### config.mk
export PLATFORM = sky130hd
export DESIGN_NAME = mem_bist_ctrl
export DESIGN_NICKNAME = d
export VERILOG_FILES = /design/src/rtl/mem_bist_ctrl.sv
export SDC_FILE = /design/constraint.sdc
export NUM_CORES = 1
export LEC_CHECK = 0
export BUFFER_PORTS_ARGS = -buffer_cell sky130_fd_sc_hd__buf_2
export CAP_MARGIN = 0
export CORE_MARGIN = 2
export CORE_UTILIZATION = 45
export DETAILED_ROUTE_END_ITERATION = 8
export PLACE_DENSITY = 0.69
export SLEW_MARGIN = 20
export SYNTH_ARGS = -nofsm -noshare
export SYNTH_HDL_FRONTEND = slang
export SYNTH_SLANG_ARGS = --single-unit
export TNS_END_PERCENT = 30
### constraint.sdc
create_clock -name clk -period 2.8 [get_ports clk]
set_clock_uncertainty 0.2 [all_clocks]
set_input_delay 0.14 -clock clk [delete_from_list [all_inputs] [get_ports clk]]
set_output_delay 0.14 -clock clk [all_outputs]
set_load 0.01 [all_outputs]
### src/rtl/mem_bist_ctrl.sv
// Memory BIST sequencer: clear, data=address and pseudo-random passes over a synchronous
// memory, counting read-back mismatches and latching the first failing location.
module mem_bist_ctrl #(
    parameter int         ADDR_W       = 5,
    parameter int         READ_LATENCY = 1,
    parameter logic [7:0] LFSR_SEED    = 8'hA5
) (
    input  logic              clk,
    input  logic              rst,
    input  logic              start,
    output logic              busy,
    output logic              done,
    output logic              pass,
    output logic [1:0]        phase,
    output logic [7:0]        err_count,
    output logic [ADDR_W-1:0] fail_addr,
    output logic [7:0]        fail_data,
    output logic [ADDR_W-1:0] mem_addr,
    output logic [7:0]        mem_wdata,
    output logic              mem_write,
    output logic              mem_read,
    input  logic [7:0]        mem_rdata
);

    // state  | meaning
    // IDLE   | waiting for start after reset
    // xx_WR  | one write per cycle (CLR/ADR sweep; RND one write per address)
    // xx_RD  | read strobe for the current address
    // xx_WT  | read latency wait, compare on the last cycle
    // DONE   | results held until start or rst
    typedef enum logic [3:0] {
        S_IDLE, S_CLR_WR, S_CLR_RD, S_CLR_WT, S_ADR_WR, S_ADR_RD, S_ADR_WT,
        S_RND_WR, S_RND_RD, S_RND_WT, S_DONE
    } state_t;

    localparam logic [ADDR_W-1:0] LAST_ADDR = '1;
    localparam logic [2:0]        WT_LOAD   = 3'(READ_LATENCY - 1);

    function automatic logic [7:0] lfsr_next(input logic [7:0] l);
        return {1'b0, l[7:1]} ^ (l[0] ? 8'hB8 : 8'h00);
    endfunction

    // Forces bits 6:5 away from 00 so the pattern stays in 8'h20..8'h7F.
    function automatic logic [7:0] rnd_data(input logic [7:0] l);
        return {1'b0, (l[6:5] == 2'b00) ? 2'b01 : l[6:5], l[4:0]};
    endfunction

    state_t            state_q, state_d;
    logic [ADDR_W-1:0] addr_q, addr_d, addr_inc;
    logic [2:0]        wt_q, wt_d;
    logic [7:0]        lfsr_q, lfsr_d;
    logic              busy_q, busy_d, done_q, done_d, pass_q, pass_d;
    logic [1:0]        phase_q, phase_d;
    logic [7:0]        err_q, err_d, fail_data_q, fail_data_d;
    logic [ADDR_W-1:0] fail_addr_q, fail_addr_d, mem_addr_q, mem_addr_d;
    logic [7:0]        mem_wdata_q, mem_wdata_d;
    logic              mem_write_q, mem_write_d, mem_read_q, mem_read_d;
    logic [7:0]        exp_data;
    logic              check;

    assign addr_inc = addr_q + 1'b1;

    always_comb begin
        state_d     = state_q;
        addr_d      = addr_q;
        wt_d        = wt_q;
        lfsr_d      = lfsr_q;
        busy_d      = busy_q;
        done_d      = done_q;
        pass_d      = pass_q;
        phase_d     = phase_q;
        err_d       = err_q;
        fail_addr_d = fail_addr_q;
        fail_data_d = fail_data_q;
        mem_addr_d  = mem_addr_q;
        mem_wdata_d = mem_wdata_q;
        mem_write_d = 1'b0;
        mem_read_d  = 1'b0;
        exp_data    = 8'h00;
        check       = 1'b0;
        case (state_q)
            S_IDLE, S_DONE: begin
                if (start) begin
                    state_d     = S_CLR_WR;
                    addr_d      = '0;
                    lfsr_d      = LFSR_SEED;
                    busy_d      = 1'b1;
                    done_d      = 1'b0;
                    pass_d      = 1'b0;
                    phase_d     = 2'd1;
                    err_d       = 8'h00;
                    fail_addr_d = '0;
                    fail_data_d = 8'h00;
                    mem_addr_d  = '0;
                    mem_wdata_d = 8'h00;
                    mem_write_d = 1'b1;
                end
            end
            S_CLR_WR, S_ADR_WR: begin
                if (addr_q == LAST_ADDR) begin
                    state_d    = (state_q == S_CLR_WR) ? S_CLR_RD : S_ADR_RD;
                    addr_d     = '0;
                    mem_addr_d = '0;
                    mem_read_d = 1'b1;
                end else begin
                    addr_d      = addr_inc;
                    mem_addr_d  = addr_inc;
                    mem_wdata_d = (state_q == S_CLR_WR) ? 8'h00 : 8'(addr_inc);
                    mem_write_d = 1'b1;
                end
            end
            S_RND_WR: begin
                state_d    = S_RND_RD;
                mem_read_d = 1'b1;
            end
            S_CLR_RD: begin state_d = S_CLR_WT; wt_d = WT_LOAD; end
            S_ADR_RD: begin state_d = S_ADR_WT; wt_d = WT_LOAD; end
            S_RND_RD: begin state_d = S_RND_WT; wt_d = WT_LOAD; end
            S_CLR_WT, S_ADR_WT, S_RND_WT: begin
                if (wt_q != 3'd0) begin
                    wt_d = wt_q - 3'd1;
                end else begin
                    check = 1'b1;
                    // RND expected data is the value still held on mem_wdata from RND_WR.
                    if (state_q == S_CLR_WT)      exp_data = 8'h00;
                    else if (state_q == S_ADR_WT) exp_data = 8'(addr_q);
                    else                          exp_data = mem_wdata_q;
                    if (addr_q != LAST_ADDR) begin
                        addr_d     = addr_inc;
                        mem_addr_d = addr_inc;
                        if (state_q == S_RND_WT) begin
                            state_d     = S_RND_WR;
                            mem_wdata_d = rnd_data(lfsr_q);
                            lfsr_d      = lfsr_next(lfsr_q);
                            mem_write_d = 1'b1;
                        end else begin
                            state_d    = (state_q == S_CLR_WT) ? S_CLR_RD : S_ADR_RD;
                            mem_read_d = 1'b1;
                        end
                    end else begin
                        addr_d     = '0;
                        mem_addr_d = '0;
                        if (state_q == S_CLR_WT) begin
                            state_d     = S_ADR_WR;
                            phase_d     = 2'd2;
                            mem_wdata_d = 8'h00;
                            mem_write_d = 1'b1;
                        end else if (state_q == S_ADR_WT) begin
                            state_d     = S_RND_WR;
                            phase_d     = 2'd3;
                            mem_wdata_d = rnd_data(lfsr_q);
                            lfsr_d      = lfsr_next(lfsr_q);
                            mem_write_d = 1'b1;
                        end else begin
                            state_d    = S_DONE;
                            phase_d    = 2'd0;
                            busy_d     = 1'b0;
                            done_d     = 1'b1;
                            mem_addr_d = mem_addr_q;
                            addr_d     = addr_q;
                        end
                    end
                end
            end
            default: state_d = S_IDLE;
        endcase
        if (check && (mem_rdata !== exp_data)) begin
            if (err_q != 8'hFF) err_d = err_q + 8'd1;
            if (err_q == 8'h00) begin
                fail_addr_d = addr_q;
                fail_data_d = mem_rdata;
            end
        end
        if (state_d == S_DONE && state_q != S_DONE) pass_d = (err_d == 8'h00);
    end

    always_ff @(posedge clk) begin
        if (rst) begin
            state_q     <= S_IDLE;
            addr_q      <= '0;
            wt_q        <= 3'd0;
            lfsr_q      <= LFSR_SEED;
            busy_q      <= 1'b0;
            done_q      <= 1'b0;
            pass_q      <= 1'b0;
            phase_q     <= 2'd0;
            err_q       <= 8'h00;
            fail_addr_q <= '0;
            fail_data_q <= 8'h00;
            mem_addr_q  <= '0;
            mem_wdata_q <= 8'h00;
            mem_write_q <= 1'b0;
            mem_read_q  <= 1'b0;
        end else begin
            state_q     <= state_d;
            addr_q      <= addr_d;
            wt_q        <= wt_d;
            lfsr_q      <= lfsr_d;
            busy_q      <= busy_d;
            done_q      <= done_d;
            pass_q      <= pass_d;
            phase_q     <= phase_d;
            err_q       <= err_d;
            fail_addr_q <= fail_addr_d;
            fail_data_q <= fail_data_d;
            mem_addr_q  <= mem_addr_d;
            mem_wdata_q <= mem_wdata_d;
            mem_write_q <= mem_write_d;
            mem_read_q  <= mem_read_d;
        end
    end

    assign busy      = busy_q;
    assign done      = done_q;
    assign pass      = pass_q;
    assign phase     = phase_q;
    assign err_count = err_q;
    assign fail_addr = fail_addr_q;
    assign fail_data = fail_data_q;
    assign mem_addr  = mem_addr_q;
    assign mem_wdata = mem_wdata_q;
    assign mem_write = mem_write_q;
    assign mem_read  = mem_read_q;

endmodule

==> run_results.csv, run 1 <==
group,metric,value,unit
setup_path,arrival,2.88,ns
finish,design_area,0.00461,mm^2
routing,dr.first_iter.drc_count,309,
routing,drt-total-wl,10800,um
logic_synthesis,syn_area,0.00356,mm^2
routing,num_vias,3774,
routing,routed_via_density,5.82,
placement,port_buffers,50,
routing,postRouteAntennaNets,0,
routing,route.detailed.drc,0,
sta,rsz0062_at_grt,"yes",
pwr,p_leak,1.85,nW
cts,cts_made_buffers,5,
sta,fin_ws,-0.0112,ns
finish,drive_above_1_share,34.9,%
die,start_util,46.4,%
logic_synthesis,synth_nets,475,
run_status,outcome,"complete, but fails checks",
logic_synthesis,ys_warn_count,0,
finish,num-fill-cells,662,
pwr,power_density,354,mW/mm^2
global_routing,grt_pass1_wl,17000,um
die,rows,32,
cts,cts_tree,"built",
sta,fin_crit_sh,100,%
logic_synthesis,async_flop_share,0,%
finish,multi_input_area,0.00241,mm^2
sta,hold_violations,0,
sta,fmax,356,MHz
setup_path,critical_path_class,"register to register",
sta,worst_pin_slew,1.26,ns
die,die-area,0.00865,mm^2
run_status,violations,"setup timing",
job,drv_cap,0,
cts,cts.sinks,55,
finish,syn2layout_area_growth,29.3,%
setup_path,required,2.87,ns
setup_path,critPathMaxFanout,5,
finish,antenna_cells,0,
finish,seq_area,0.00112,mm^2
setup_path,end_kind,"register",
sta,fin_crit,2.81,ns
die,die-width,93,um
cts,clockBufferDepth,2,
die,die_h,93,um
logic_synthesis,synth_edf_count,0,
cts,cts_root_buf,"clkbuf_8",
finish,fin_nets,563,
sta,finalSetupViolCount,1,
die,core,0.00769,mm^2
routing,drt-wirelength-per-cell,16.7,um
sta,slew_viol_final,0,
cts,htreeDepth,2,
logic_synthesis,ys_types,67,
setup_path,start_kind,"register",
global_routing,grt_antenna_before_repair,0,
routing,drtPass1Iterations,5,
pwr,ir_drop,0.000173,V
placement,post_dp_cell_area,0.00411,mm^2
cts,clkTransAtPathRegs,0.11,ns
global_routing,grt.total_usage,24.4,%
cts,clk_latency,0.32,ns
logic_synthesis,syn_inst,458,
logic_synthesis,synth_flop_cell,"dfxtp_1",
global_routing,grt_overflow,0,
logic_synthesis,avgSynthCellArea,7.78,um^2
sta,setup_tns,-0.0112,ns
placement,gp_congestion,0.949,
global_routing,grt_max_degree,28,
global_routing,first_global_vias,3467,
placement,post-dp-hpwl,7430,um
sta,relSlewSlack,15.3,%
hold_path,hold_path_class,"input pin to register",
die,ios,52,
logic_synthesis,synth-seq-cells,55,
logic_synthesis,ys_seq_area_share,30.9,%
[logic make-up after synthesis]
group,count (synthesis),share of synthesized area [%]
other cells,1,0.105
simple gates,198,31.3
flops,55,30.9
xor+xnor,13,3.19
fa+ha+maj,6,2.11
compound gates,123,22.6
buf+inv,54,7.55
mux,8,2.25
[state kept, by name, indices dropped and copies added, names as in the netlist]
name and count:
mem_addr 5, wt_q 3, fail_addr 5, done 1
pass 1, err_count 8, state_q 4, mem_wdata 7
fail_data 8, lfsr_q 8, phase 2, mem_write 1
busy 1, mem_read 1
[routing by layer]
layer  vias to the layer above  share of wire (%)  global-route usage, %
met1                      1791                 44                   33.8
met5                         -                  0                      0
met3                        25                6.8                   3.38
li1                       1787                  -                      -
met2                       171                 46                   39.3
met4                         0                2.4                   8.21
[repair_timing]
item / CTS / global route
resized for setup: 6 / 45
cloned: 2 / 1
endpoints found under the hold margin: 7 / 0
endpoints found under the setup margin: 15 / 28
pin swaps: 1 / 20
buffers inserted: 0 / 7
hold buffers: 7 / 0
[report_power, final]
part	total [W]	switching, W	internal [W]
clock	0.000577	0.000282	0.000295
sequential	0.000805	0.0000130	0.000792
combinational	0.000250	0.000146	0.000104
[placed cells by master (no fill, tap or decap), types with 4 or more instances in the layout]
cell type	instances
nor3_1	16
o22ai_1	5
nand3_1	16
a21oi_1	35
xnor2_1	11
nor2b_1	10
a22o_1	4
a21oi_2	13
nand2_1	30
nor2_1	48
a21o_1	6
o21ai_1	7
o21bai_1	4
nand3b_1	6
buf_6	5
and3_1	4
a211oi_1	6
or2_2	12
dlygate4sd3_1	7
a22oi_1	5
buf_4	45
buf_2	50
o21ai_0	14
mux2i_1	8
o211ai_1	4
nand2b_1	6
dfxtp_1	49
nand3_2	10
ha_1	4
inv_1	20
clkbuf_8	6
or3_1	6
[Yosys cell counts, types with 4 or more instances]
cell / n / area [um^2]
a211oi_1: 6 / 45.0
a21o_1: 6 / 45.0
a21oi_1: 38 / 190
a21oi_2: 10 / 87.6
a22o_1: 4 / 35.0
a22oi_1: 5 / 37.5
and3_1: 4 / 25.0
buf_6: 6 / 67.6
clkbuf_1: 17 / 63.8
dfxtp_1: 55 / 1100
ha_1: 6 / 75.1
inv_1: 22 / 82.6
mux2i_1: 8 / 80.1
nand2_1: 30 / 113
nand2b_1: 7 / 43.8
nand3_1: 16 / 80.1
nand3_2: 10 / 100
nand3b_1: 6 / 45.0
nor2_1: 50 / 188
nor2b_1: 10 / 62.6
nor3_1: 17 / 85.1
o211ai_1: 4 / 30.0
o21ai_0: 15 / 75.1
o21ai_1: 8 / 40.0
o21bai_1: 4 / 30.0
o22ai_1: 5 / 31.3
or2_2: 15 / 93.8
or3_1: 6 / 37.5
xnor2_1: 11 / 96.3
[metrics by stage]
step	worst slack [ns]	total power, W	util, %	hold WS (ns)	std cells
after floorplan	0.0948	0.000954	-	0.150	458
after global routing	-0.0522	0.00169	59.9	0.0174	649
after detailed placement	-0.0493	0.00103	53.5	0.258	624
final	-0.0112	0.00163	59.9	0.00192	649
after global placement	0.0218	0.00103	53.5	0.252	624
after CTS	-0.0240	0.00161	56.6	0.000154	641
[path summary, 6_finish.rpt]
| path | cells after the start | endpoint | slack [ns] | from |
|---|---|---|---|---|
| setup / recovery | 12 | fail_addr[1] | -0.01 | state_q[0] |
| hold / removal | 4 | fail_data[7] | 0.002 | mem_rdata[7] |
| setup reg to reg | 12 | fail_addr[1] | -0.01 | state_q[0] |
| hold reg to reg | 2 | fail_data[0] | 0.27 | fail_data[0] |
[area by class of cell]
type	count	area share, %
inverters	23	1.87
flip-flops and latches	55	24.2
well taps	102	2.77
clock inverters	2	0.842
repair buffers	110	16.3
multi-input cells	351	52.2
clock buffers	6	1.79
[worst max-delay path: stages, from the launching register on]
cell and delay [ns]:
dfxtp_4 0.38, buf_4 0.15, xnor2_1 0.35, a2bb2oi_2 0.22, buf_4 0.13, buf_4 0.10, nor4_2 0.05, nor3_4 0.28
o21ai_4 0.14, nand3b_4 0.22, buf_6 0.19, or2_4 0.22, a21oi_2 0.12
(Power assumes the default switching activity.)
==> run 2, diff against run 1 <==
CELL_PAD_IN_SITES_DETAIL_PLACEMENT = 1   (was not set)
CELL_PAD_IN_SITES_GLOBAL_PLACEMENT = 2   (was not set)
CORE_UTILIZATION = 30   (was 45)
PLACE_DENSITY = 0.77   (was 0.69)
==> run 2 against run 1 <==
  * The run ends with DRC, setup timing left
  * Worst hold slack better by 0.024 ns
  * Wire length up 20%
  * Sequential share of layout area down 1.3 points
  * Sequential power about the same
  * Final cell count up 7.6%
  * Global-route usage down 4.1 points
  * Count of clock-buffer cells in the layout down 1
  * Utilization down 18 points
  * Critical endpoint unchanged
==> run_results.csv, run 2 (synthesis gave the netlist of run 1 again) <==
group,metric,value,unit
sta,hold_violations,0,
placement,dp.cells,670,
pwr,power_frac_comb,14.2,%
cts,htreeDepth,2,
pwr,pwr-share-clk,40.9,%
routing,drtPass1Iterations,7,
sta,fin_ws,-0.0282,ns
die,die-area,0.0128,mm^2
sta,worst_pin_slew,0.622,ns
die,start_util,31.0,%
die,ios,52,
finish,drive_above_1_share,38.4,%
finish,num-fill-cells,1386,
finish,fin_cells,698,
global_routing,grt_pass1_wl,20600,um
placement,detailedPlace.worstSlack,-0.101,ns
finish,layout_commonest_cell,"buf_4",
cts,cts_tree,"built",
global_routing,grt-busiest-layer,"met2",
global_routing,first_global_vias,3771,
pwr,p_sw,0.000481,W
finish,fin_util,42.3,%
global_routing,met3_usage,2.79,%
cts,clk_latency,0.31,ns
sta,rsz0062_at_grt,"yes",
cts,clockBufferDepth,2,
global_routing,grt_overflow,0,
finish,fin_nets,572,
hold_path,hold_path_class,"input pin to register",
die,die-width,113,um
routing,route.detailed.drc,7,
cts,cts.sinks,55,
setup_path,critPathMaxFanout,7,
sta,finalSetupViolCount,7,
run_status,violations,"DRC, setup timing",
die,die_h,113,um
routing,dr.first_iter.drc_count,226,
setup_path,end_kind,"register",
setup_path,required,2.84,ns
die,core,0.0115,mm^2
sta,fin_crit,2.83,ns
setup_path,critical_path_class,"register to register",
setup_path,start_kind,"register",
cts,cts_made_buffers,5,
finish,seq_area,0.00112,mm^2
sta,relSlewSlack,58.5,%
global_routing,grt.total_usage,20.3,%
sta,fin_crit_sh,101,%
finish,syn2layout_area_growth,36.7,%
routing,drt-total-wl,13000,um
sta,holdWs,0.0257,ns
pwr,seqPwrFrac,45.0,%
job,drv_cap,0,
pwr,internal_power,0.00131,W
placement,port_buffers,50,
finish,antenna_cells,0,
finish,final_cell_mix,"buf_4, buf_2, dfxtp_1, nor2_1, a21oi_1",
pwr,power_density,368,mW/mm^2
global_routing,grtUsageMet1,28.0,%
placement,post-dp-hpwl,9050,um
run_status,outcome,"complete, but fails checks",
die,rows,39,
cts,cts_root_buf,"clkbuf_16",
routing,routed_via_density,5.30,
pwr,ir_drop,0.000205,V
pwr,p_leak,1.94,nW
pwr,switching_share,26.8,%
routing,drt-wirelength-per-cell,18.6,um
routing,num_vias,3698,
cts,clkTransAtPathRegs,0.08,ns
placement,gp_congestion,0.824,
sta,fmax,354,MHz
finish,multi_input_area,0.00241,mm^2
routing,postRouteAntennaNets,0,
global_routing,grt_max_degree,34,
global_routing,met2_usage,33.4,%
setup_path,arrival,2.86,ns
global_routing,grt_antenna_before_repair,0,
sta,slew_viol_final,0,
run 2: changes by cell type in the layout (fill, tap and decap cells not counted), moves of 3 or more:
cell / delta
buf_12: +4
buf_4: +10
dlygate4sd3_1: -3
nor2_1: -3
clkbuf_8: -6
nand3_1: -3
clkbuf_16: +5
run 2: timing repair:
action	4_1_cts	5_1_grt
hold endpoints to repair	4	0
gates cloned	2	0
setup endpoints to repair	19	33
setup buffers	8	8
gates resized for setup	29	37
pin swaps	13	25
hold buffers	4	0
run 2: layer usage:
layer	routed length [um]	vias to the layer above
met1	6020	1807
li1	-	1796
met5	0	-
met4	262	0
met3	505	21
met2	6210	74
run 2: worst paths after layout:
kind / depth (start not counted) / end / slack, ns / start
worst max-delay path: 10 / fail_addr[1] / -0.03 / state_q[2]
worst min-delay path: 4 / fail_data[0] / 0.03 / mem_rdata[0]
worst max register to register: 10 / fail_addr[1] / -0.03 / state_q[2]
worst min register to register: 2 / fail_data[2] / 0.26 / fail_data[2]
run 2: area by class of cell:
type                    count  share of cell area, %
well taps                 143                   3.67
repair buffers            121                   18.8
multi-input cells         349                   49.5
flip-flops and latches     55                   22.9
clock buffers               5                   2.57
inverters                  23                   1.77
clock inverters             2                  0.770
run 2: worst max-delay path: stages (launching register included):
cell and delay (ns):
dfxtp_4 0.39, and4bb_2 0.34, and2_4 0.22, a32oi_2 0.14, or4_4 0.62, o21ai_4 0.19, nand3b_4 0.20, buf_6 0.12
buf_16 0.12, nand3_2 0.08, a21oi_2 0.13
run 2: power groups by stage:
| stage | clock network [W] | logic (W) | registers (W) |
|---|---|---|---|
| after global routing | 0.000778 | 0.000277 | 0.000808 |
| final | 0.000733 | 0.000254 | 0.000807 |
| after detailed placement | 0 | 0.000228 | 0.000827 |
| after CTS | 0.000751 | 0.000243 | 0.000808 |
| after floorplan | 0 | 0.000128 | 0.000826 |
| after global placement | 0 | 0.000225 | 0.000827 |
run 2: stage by stage:
stage / total power, W / instance area (um^2) / TNS, ns
floorplan: 0.000954 / 3560 / 0
global placement: 0.00105 / 4220 / -0.0554
detailed placement: 0.00106 / 4220 / -0.822
CTS: 0.00180 / 4670 / 0
global route: 0.00186 / 4870 / -1.41
finish: 0.00179 / 4870 / -0.109
==> run 3, diff against run 2 <==
CORE_UTILIZATION = 33   (was 30)
PLACE_DENSITY = 0.8   (was 0.77)
clock period = 3 ns   (was 2.8 ns; I/O delays follow)
==> run 3 against run 2 <==
  * Die area fell by 8.8%
  * Setup slack improved by 0.094 ns
  * Sequential share of layout area rose by 2.8 points
  * Non-clock buffer count fell by 34
  * Utilization fell by 1.2 points
  * Wire length fell by 11%
  * Via count fell by 4.4%
  * Highest routed layer unchanged
  * The run now ends clean
==> run_results.csv, run 3 (synthesis gave the netlist of run 1 again) <==
group,metric,value,unit
run_status,outcome,"complete, no violations",
pwr,p_sw,0.000408,W
routing,num_vias,3535,
sta,fin_crit_sh,97.8,%
placement,post-dp-hpwl,8260,um
cts,cts_tree,"built",
cts,clockBufferDepth,2,
routing,routed_via_density,5.36,
cts,cts_made_buffers,5,
global_routing,grt_pass1_wl,18400,um
global_routing,first_global_vias,3487,
setup_path,critical_path_class,"register to register",
global_routing,grt_antenna_before_repair,0,
routing,met1_length,5600,um
cts,clk_latency,0.33,ns
pwr,power_frac_comb,14.6,%
cts,cts_setup_buffers,0,
die,start_util,34.2,%
routing,route.detailed.drc,0,
finish,layout_commonest_cell,"dfxtp_1",
setup_path,cpMostUsedCell,"nor3_4",
global_routing,grt_max_degree,30,
pwr,pwr-share-clk,32.2,%
finish,syn2layout_area_growth,20.3,%
setup_path,required,3.03,ns
cts,cts_root_buf,"clkbuf_8",
placement,post_dp_cell_area,0.00402,mm^2
cts,cts.sinks,55,
setup_path,path_cells,"inv_1 -> ha_1 -> ha_2 -> nand3b_1 -> a2bb2oi_1 -> or4_1 -> nor3_4 -> nor3_4 -> o21a_2 -> o211ai_1 -> nand2b_1 -> and4_1",
finish,antenna_cells,0,
sta,worst_pin_slew,1.16,ns
pwr,ir_drop,0.000172,V
pwr,p_leak,1.69,nW
routing,highest_layer,"met4",
finish,fin_nets,540,
pwr,power,0.00142,W
setup_path,max_stage_delay,0.57,ns
sta,finalSetupViolCount,0,
job,drv_cap,0,
die,die-width,108,um
routing,dr_wl_met2,5370,um
die,rows,37,
pwr,seqPwrFrac,53.2,%
finish,design_area,0.00429,mm^2
setup_path,critPathMaxFanout,10,
die,die-area,0.0116,mm^2
sta,hold_violations,0,
sta,relSlewSlack,21.8,%
global_routing,grt_overflow,0,
setup_path,start_kind,"register",
sta,slew_viol_final,0,
pwr,switching_share,28.8,%
setup_path,arrival,2.97,ns
finish,drive_above_1_share,28.6,%
die,core,0.0104,mm^2
pwr,internal_power,0.00101,W
sta,fmax,341,MHz
placement,gp_congestion,0.809,
routing,drt-wirelength-per-cell,17.6,um
routing,route.met3.wl,413,um
die,ios,52,
sta,setup_tns,0,ns
routing,dr.first_iter.drc_count,144,
cts,htreeDepth,2,
global_routing,grt.total_usage,20.2,%
sta,fin_crit,2.93,ns
sta,holdWs,0.107,ns
routing,drt-total-wl,11600,um
hold_path,hold_path_class,"input pin to register",
routing,drtPass1Iterations,4,
cts,clkTransAtPathRegs,0.11,ns
die,die_h,108,um
setup_path,cpMaxStageDelayCell,"or4_1",
routing,postRouteAntennaNets,0,
pwr,power_density,331,mW/mm^2
setup_path,end_kind,"register",
sta,rsz0062_at_grt,"yes",
finish,final_cell_mix,"dfxtp_1, buf_2, nor2_1, a21oi_1",
placement,port_buffers,50,
==> run 3: changes by cell type in the layout (fill, tap and decap cells not counted), sizes merged <==
cell	change
dlygate4sd3	+4
clkbuf	+1
clkinv	+1
clkinvlp	-1
buf	-38
inv	+1
nand3b	+2
bufinv	-1
==> run 3: layout make-up <==
cell class	count	area [um^2]
clock buffers	6	82.6
flip-flops and latches	55	1100
clock inverters	2	13.8
fillers	1303	6130
inverters	23	86.3
repair buffers	87	548
well taps	136	170
multi-input cells	351	2280
==> run 3: layer usage <==
metal,track usage (%),vias to the layer above
li1,-,1736
met1,28.0,1730
met2,32.2,55
met3,3.38,14
met4,6.14,0
met5,0,-
==> run 3: worst max-delay path: cells and delay by family, from the launching register on <==
kind            cells  cell delay [ns]
fa+ha+maj           2             0.37
compound gates      3             0.69
simple gates        6             1.21
flops               1             0.33
buf+inv             1             0.05
==> run 3: what timing repair did <==
item	in CTS	in global routing
gates resized for setup	2	14
hold buffers	8	0
pin swaps	0	1
setup endpoints to repair	3	27
gates cloned	0	2
endpoints found under the hold margin	8	0
==> run 3: path summary, 6_finish.rpt <==
kind,startpoint,depth (start not counted),end,slack [ns]
worst max-delay path,wt_q[0],12,pass,0.07
worst min register to register,fail_data[3],2,fail_data[3],0.27
worst max register to register,wt_q[0],12,pass,0.07
worst min-delay path,start,4,mem_wdata[6],0.11
==> run 3: power groups by stage <==
stage / logic [W] / clock network, W / registers, W
final: 0.000208 / 0.000456 / 0.000754
after global routing: 0.000229 / 0.000507 / 0.000757
after CTS: 0.000204 / 0.000480 / 0.000754
after detailed placement: 0.000193 / 0 / 0.000771
after global placement: 0.000190 / 0 / 0.000770
after floorplan: 0.000119 / 0 / 0.000771
==> run 3: stage by stage <==
stage,instances,setup slack [ns],utilization [%]
6_report,660,0.0661,41.2
5_1_grt,660,-0.0870,41.2
4_1_cts,658,0.0170,40.4
3_5_place_dp,642,-0.00607,38.6
3_3_place_gp,642,0.0326,38.6
2_1_floorplan,458,0.295,-
